==> src/rtl/tiny_rv_decode_stage.sv <==
// RV32I decode stage: decodes fetched instructions into a 2-entry skid buffer,
// resolves JAL targets locally and forwards execute redirects to fetch.
//
// Ports:
//   i_clk, i_reset          clock, synchronous active-high reset
//   i_fetched_pc/_inst      instruction from fetch (inst 0 = bubble)
//   o_pipe_stall/_flush     registered hold / flush controls to fetch
//   o_ld_new_addr/o_new_addr registered redirect pulse and target to fetch
//   i_ex_ready              execute takes the head entry this cycle
//   i_ex_redirect(_addr)    execute-resolved redirect and its target
//   o_dec_*                 head entry: valid, pc, inst, fields, imm, illegal

package tiny_rv_pkg;

  localparam logic [6:0] OP_LOAD  = 7'b0000011;
  localparam logic [6:0] OP_MISC  = 7'b0001111;
  localparam logic [6:0] OP_IMM   = 7'b0010011;
  localparam logic [6:0] OP_AUIPC = 7'b0010111;
  localparam logic [6:0] OP_STORE = 7'b0100011;
  localparam logic [6:0] OP_OP    = 7'b0110011;
  localparam logic [6:0] OP_LUI   = 7'b0110111;
  localparam logic [6:0] OP_BR    = 7'b1100011;
  localparam logic [6:0] OP_JALR  = 7'b1100111;
  localparam logic [6:0] OP_JAL   = 7'b1101111;
  localparam logic [6:0] OP_SYS   = 7'b1110011;

  typedef struct packed {
    logic [31:0] pc;
    logic [31:0] inst;
    logic [31:0] imm;
    logic        illegal;
  } dec_t;

  function automatic dec_t decode(
    input logic [31:0] pc,
    input logic [31:0] i
  );
    dec_t       d;
    logic [6:0] op;
    logic       is_i, is_s, is_b, is_u, is_j, is_r;
    op   = i[6:0];
    is_i = (op == OP_LOAD) || (op == OP_IMM) ||
           (op == OP_JALR) || (op == OP_MISC) ||
           (op == OP_SYS);
    is_s = (op == OP_STORE);
    is_b = (op == OP_BR);
    is_u = (op == OP_LUI) || (op == OP_AUIPC);
    is_j = (op == OP_JAL);
    is_r = (op == OP_OP);
    d.pc      = pc;
    d.inst    = i;
    d.illegal = !(is_i || is_s || is_b ||
                  is_u || is_j || is_r);
    unique case (1'b1)
      is_i: d.imm = {{21{i[31]}}, i[30:20]};
      is_s: d.imm = {{21{i[31]}}, i[30:25], i[11:7]};
      is_b: d.imm = {{20{i[31]}}, i[7], i[30:25],
                     i[11:8], 1'b0};
      is_u: d.imm = {i[31:12], 12'b0};
      is_j: d.imm = {{12{i[31]}}, i[19:12], i[20],
                     i[30:21], 1'b0};
      default: d.imm = 32'b0;
    endcase
    return d;
  endfunction

endpackage

module tiny_rv_decode_stage
  import tiny_rv_pkg::*;
(
  input  logic        i_clk,
  input  logic        i_reset,
  input  logic [31:0] i_fetched_pc,
  input  logic [31:0] i_fetched_inst,
  output logic        o_pipe_stall,
  output logic        o_pipe_flush,
  output logic        o_ld_new_addr,
  output logic [31:0] o_new_addr,
  input  logic        i_ex_ready,
  input  logic        i_ex_redirect,
  input  logic [31:0] i_ex_redirect_addr,
  output logic        o_dec_valid,
  output logic [31:0] o_dec_pc,
  output logic [31:0] o_dec_inst,
  output logic [6:0]  o_dec_opcode,
  output logic [2:0]  o_dec_funct3,
  output logic [6:0]  o_dec_funct7,
  output logic [4:0]  o_dec_rd,
  output logic [4:0]  o_dec_rs1,
  output logic [4:0]  o_dec_rs2,
  output logic [31:0] o_dec_imm,
  output logic        o_dec_illegal
);

  typedef enum logic [1:0] {
    WARMUP,
    RUN,
    REDIR
  } phase_t;

  phase_t      phase_q, phase_d;
  dec_t        head_q, head_d;
  dec_t        skid_q, skid_d;
  dec_t        in_dec;
  logic [1:0]  occ_q, occ_d;
  logic        stall_d, flush_d, ld_d;
  logic [31:0] addr_d;
  logic        acc, pop;

  always_comb begin
    in_dec  = decode(i_fetched_pc, i_fetched_inst);
    acc     = (phase_q == RUN) && !o_pipe_stall &&
              (i_fetched_inst != 32'b0) &&
              !i_ex_redirect;
    pop     = (occ_q != 2'd0) && i_ex_ready;
    head_d  = head_q;
    skid_d  = skid_q;
    occ_d   = occ_q;
    phase_d = RUN;
    flush_d = 1'b0;
    ld_d    = 1'b0;
    addr_d  = o_new_addr;
    if (i_ex_redirect) begin
      occ_d   = 2'd0;
      phase_d = REDIR;
      flush_d = 1'b1;
      ld_d    = 1'b1;
      addr_d  = i_ex_redirect_addr;
    end else begin
      if (pop) head_d = skid_q;
      // New entry lands in head if head is empty
      // after this edge's pop, otherwise in skid.
      if (acc) begin
        if (occ_q == 2'd0 ||
            (occ_q == 2'd1 && pop))
          head_d = in_dec;
        else
          skid_d = in_dec;
      end
      occ_d = occ_q + {1'b0, acc} - {1'b0, pop};
      if (acc && in_dec.inst[6:0] == OP_JAL) begin
        ld_d    = 1'b1;
        addr_d  = i_fetched_pc + in_dec.imm;
        phase_d = REDIR;
      end
    end
    stall_d = (occ_d == 2'd2);
  end

  always_ff @(posedge i_clk) begin
    if (i_reset) begin
      phase_q       <= WARMUP;
      head_q        <= '0;
      skid_q        <= '0;
      occ_q         <= 2'd0;
      o_pipe_stall  <= 1'b0;
      o_pipe_flush  <= 1'b0;
      o_ld_new_addr <= 1'b0;
      o_new_addr    <= 32'b0;
    end else begin
      phase_q       <= phase_d;
      head_q        <= head_d;
      skid_q        <= skid_d;
      occ_q         <= occ_d;
      o_pipe_stall  <= stall_d;
      o_pipe_flush  <= flush_d;
      o_ld_new_addr <= ld_d;
      o_new_addr    <= addr_d;
    end
  end

  assign o_dec_valid   = (occ_q != 2'd0);
  assign o_dec_pc      = head_q.pc;
  assign o_dec_inst    = head_q.inst;
  assign o_dec_opcode  = head_q.inst[6:0];
  assign o_dec_funct3  = head_q.inst[14:12];
  assign o_dec_funct7  = head_q.inst[31:25];
  assign o_dec_rd      = head_q.inst[11:7];
  assign o_dec_rs1     = head_q.inst[19:15];
  assign o_dec_rs2     = head_q.inst[24:20];
  assign o_dec_imm     = head_q.imm;
  assign o_dec_illegal = head_q.illegal;

endmodule

==> config.mk <==
export PLATFORM = sky130hd
export DESIGN_NAME = tiny_rv_decode_stage
export DESIGN_NICKNAME = d
export VERILOG_FILES = /design/src/rtl/tiny_rv_decode_stage.sv
export SDC_FILE = /design/constraint.sdc
export NUM_CORES = 1
export LEC_CHECK = 0
export ABC_CLOCK_PERIOD_IN_PS = 10200
export CAP_MARGIN = 30
export CORE_ASPECT_RATIO = 0.6
export CORE_UTILIZATION = 55
export CTS_CLUSTER_DIAMETER = 40
export DETAILED_ROUTE_END_ITERATION = 16
export GPL_ROUTABILITY_DRIVEN = 0
export HOLD_SLACK_MARGIN = 0.06
export PLACE_DENSITY = 0.85
export SYNTH_ARGS = -nofsm -noshare
export SYNTH_HDL_FRONTEND = slang
export SYNTH_SLANG_ARGS = --single-unit
==> constraint.sdc <==
create_clock -name i_clk -period 10.2 [get_ports i_clk]
set_clock_uncertainty 0.05 [all_clocks]
set_input_delay 3.06 -clock i_clk [delete_from_list [all_inputs] [get_ports i_clk]]
set_output_delay 3.06 -clock i_clk [all_outputs]
set_load 0.03 [all_outputs]
* After elaboration in Yosys (flattened, before gate mapping)
Cells that the tools add are included.
W data, S select, Z words.
** Storage, ports and cells
- Flip-flop bits (word level) :: 233
- Input port bits :: 100
- Output and inout bits :: 165
- Word-level logic and storage cells :: 72
** Cells by class
- $add $sub $neg :: 3
- Equality and inequality tests :: 14
- Multiplexer cells :: 12
- Bitwise logic cells :: 2
- Reduce and logical (&&, ||, !) cells :: 26
** Operators by type and width (number)
- $mux W97 :: 3
- $pmux W32 S5 :: 1
- $mux W32 :: 2
- $add A32 B32 Y32 :: 1
- $reduce_bool A32 Y1 :: 1
- $eq A7 B7 Y1 const B :: 4
- $eq A7 B6 Y1 const B :: 3
- $eq A7 B5 Y1 const B :: 2
- $logic_or A1 B1 Y1 :: 11
- $eq A7 B2 Y1 const B :: 1
- $eq A7 B4 Y1 const B :: 1
- $logic_and A1 B1 Y1 :: 6
- $mux W2 :: 3
- $eq A2 B1 Y1 const B :: 2
- $reduce_bool A2 Y1 :: 2
- $logic_not A1 Y1 :: 3
- $mux W1 :: 3
- $reduce_and A3 Y1 :: 1
- $add A2 B1 Y2 :: 1
- $eq A2 B2 Y1 const B :: 1
- $logic_not A2 Y1 :: 1
- $not A1 Y1 :: 2
- $reduce_or A2 Y1 :: 1
- $sub A2 B1 Y2 :: 1

* Depth between registers and ports, before layout
- Depth after elaboration :: 13
- Depth in mapped cells :: 19
- Depth with buffers taken out :: 16

* Worst setup path after synthesis
OpenSTA, ideal clock, no wires.
- Kind :: input-to-reg
- From :: input i_fetched_inst[4]
- To :: register o_new_addr[30]
- Library setup time :: 126 ps
- Arrival time :: 6193 ps
- Required time :: 10024 ps
- Setup slack :: 3831 ps
- Stages :: 17
- Buffers on the path :: 2
- Path through :: buf_2 nor3_1 and3_1 clkbuf_1 nand2_1 o22ai_1 ha_1 inv_1 fa_1 nor2b_1 o2111ai_1 a211oi_1 o2111ai_1 a211oi_1 o31ai_1 mux2i_1 a21oi_1
** RTL lines
- start, declared :: line 75 : input logic [31:0] i_fetched_inst,
- end signal, assigned :: line 169 : o_new_addr <= addr_d;
- end, declared :: line 79 : output logic [31:0] o_new_addr,

==> metrics.txt <==
status=finished clean; syn_area_per_cell=7.89 um2; crit path kind=primary input to flip-flop; commonest non-fill, non-tap cell in the layout=clkdlybuf4s50_1; internal power=1.61 mW; HP Class=flip-flop to flip-flop; clk sinks=232; leakage=5.63 nW; grt ovf=0; hold violation count in the final report=0; power after layout=2.21 mW; Sequential Power Share=43.0%; RSZ-0062 raised after global routing=false; Die ar.=21,800 um2; Mapped Area=11,600 um2; Netlist cell types=75; CP endpoint kind=flip-flop; Slew Viols, Final=0; fin crit period=7390 ps; drt drc=0; Sw Ratio=27.3%; Primary FF master, synth=dfxtp_1; # Post-CTS Setup Buffers=0; syn nets=1,609; Placed Cells=1,870; Seq/Total Area, Yosys=39.9%; Tot GR Track Use=35.4%; CP Buf/Inv Count=2; first-pass GRT wire length=60.7 mm; f_max=0.135 GHz; via-per-instance ratio=6.27; Die Y=115 um; most frequent cells in the layout=262 x clkdlybuf4s50_1, 232 x dfxtp_1, 220 x a21oi_1, 183 x nand2_1, 174 x o21ai_0; Logic pwr share=15.4%; #FFs+latches synth=232; clk_lat worst skew=520 ps; cell chain of the critical path=clkdlybuf4s50_1 -> and2_1 -> a21oi_1 -> o32ai_1 -> nand2_1 -> o22ai_1 -> ha_1 -> inv_1 -> fa_1 -> nor2b_1 -> o2111ai_1 -> a211oi_1 -> o2111ai_1 -> a211oi_1 -> o31ai_1 -> mux2i_1 -> a21oi_1; number of antenna violations at the first check in global routing=3; largest net degree at the start of global routing=106; total CTS buffers=24; final instance area=14,800 um2; drt pass-1 iters=7; CP delay by family, top=compound AO/OA/AOI/OAI gates; Mapped Cells=1,475; worst-path maximum fanout=13; area growth from synthesis to layout=27.2%; CP peak stage delay=760 ps; cts hold-fix bufs=0; P_sw=602 uW; Critical Path AT=7720 ps; CP Launch Type=primary input; final cell count without fillers=1,915; clock tree root buffer cell=clkbuf_16; placed cell area=14,000 um2; I/O Buffers=264; dpl hpwl=26.5 mm; Site Rows=40; Clock power frac=41.6%; number of H-tree levels=1; clock tree buffer depth=3; max-cap violation count=0; Post-Route WL=39.3 mm; core footprint=20,400 um2; Slew headroom=29.7%; worst-margin pin slew=1050 ps; IO Count=265; Ys Warns=0; drt initial violations=1,634; initial core utilization=57.2%; Post-synth EDFFs=0; routed via count=12,000; Detail Route Antenna Nets=0; Wirelength per Cell=20.5 um; CTS tree=built; die span in x=190 um; power per standard cell area=149 nW/um2; final core utilization=72.7%; final setup fails=0; vias in the first global route=10,700; Final Cycle Share=72.4%; Critical Path RT=10,540 ps; Nets=1,758; Synth async-reset ratio=0%; CP max-delay cell=clkdlybuf4s50_1; Fin Setup TNS=0 ps; share of cells above drive strength 1=6.46%; clk slew on worst S/H paths=60 ps; Peak VDD IR=110 uV; Resized Gates After CTS=0
## kinds of logic (layout without fill, tap and decap cells)
family / Yosys count / count (layout) / share of synthesized area, %
xor+xnor: 21 / 21 / 1.58
simple gates: 430 / 430 / 17.5
other cells: 0 / 1 / 0
mux: 7 / 7 / 0.613
compound gates: 553 / 553 / 28.8
buf+inv: 198 / 364 / 7.94
fa+ha+maj: 34 / 34 / 3.72
flops: 232 / 232 / 39.9
## final timing paths
check                               start                     endpoint  slack, ps  depth (start not counted)
setup / recovery        i_fetched_inst[6]  o_new_addr[30]$_SDFFE_PP0P_       2810                         17
setup reg to reg  o_pipe_stall$_SDFF_PP0_   o_dec_imm[15]$_SDFFE_PP0N_       6850                          7
hold / removal    skid_q[59]$_SDFFE_PP0P_      skid_q[59]$_SDFFE_PP0P_        400                          2
hold reg to reg   skid_q[59]$_SDFFE_PP0P_      skid_q[59]$_SDFFE_PP0P_        400                          2
## cells in the mapped netlist, types with 6 or more instances
library cell / number / area share (%)
dfxtp_1: 232 / 40
a21oi_1: 220 / 9.5
nand2_1: 184 / 5.9
o21ai_0: 174 / 7.5
clkbuf_1: 94 / 3.0
nor2_1: 73 / 2.4
or3_1: 70 / 3.8
inv_1: 44 / 1.4
buf_4: 36 / 2.3
nor3_1: 34 / 1.5
ha_1: 33 / 3.5
a211oi_1: 28 / 1.8
o221a_2: 24 / 2.3
a21o_1: 15 / 0.97
nand3_1: 14 / 0.60
xnor2_1: 14 / 1.1
buf_2: 13 / 0.56
a22oi_1: 10 / 0.64
a22o_1: 8 / 0.60
buf_1: 7 / 0.23
nand2b_1: 7 / 0.38
nor4_1: 7 / 0.38
xor2_1: 7 / 0.53
a31oi_1: 6 / 0.32
and2_1: 6 / 0.32
and3_1: 6 / 0.32
mux2i_1: 6 / 0.52
nor2b_1: 6 / 0.32
o211ai_1: 6 / 0.39
o22ai_1: 6 / 0.32
o31ai_1: 6 / 0.39
## power groups by stage
stage | clock [mW] | combinational (mW) | sequential [mW]
after floorplan | 0 | 0.141 | 1.01
after global placement | 0 | 0.327 | 0.967
after detailed placement | 0 | 0.331 | 0.967
after CTS | 0.917 | 0.333 | 0.948
after global routing | 0.962 | 0.357 | 0.950
final | 0.919 | 0.340 | 0.948
## layer usage
layer / GRT usage (%) / share of wire [%] / vias to the layer above
met5: 0 / 0.079 / -
met4: 7.37 / 1.8 / 4
met3: 8.95 / 13 / 72
met2: 50.8 / 41 / 780
met1: 52.9 / 44 / 5617
li1: - / - / 5539
## tightest hold or removal path, stage by stage, from the launching register on
cell and delay (ps):
dfxtp_1 310, nand2_1 50, a21oi_1 50
## per-stage QoR
step	worst slack, ps	hold slack, ps
global route	2640	417
finish	2810	401
global placement	2740	387
CTS	2970	401
detailed placement	2480	392
floorplan	3830	382
## cell type report
class	count	area, um2
Multi-Input combinational cell	1045	6090
Inverter	44	165
Sequential cell	232	4640
Tap cell	273	342
Antenna cell	1	2.50
Clock buffer	30	664
Timing Repair Buffer	277	2750
Clock inverter	13	154
Fill cell	1559	5560
## flip-flops by register name (all words and copies together) (netlist names)
signal	count
skid_q	97
o_dec_imm	32
o_dec_inst	32
o_dec_pc	32
o_new_addr	32
occ_q	2
o_dec_illegal	1
o_ld_new_addr	1
o_pipe_flush	1
o_pipe_stall	1
phase_q	1
Power figures use the tool's default switching activity.
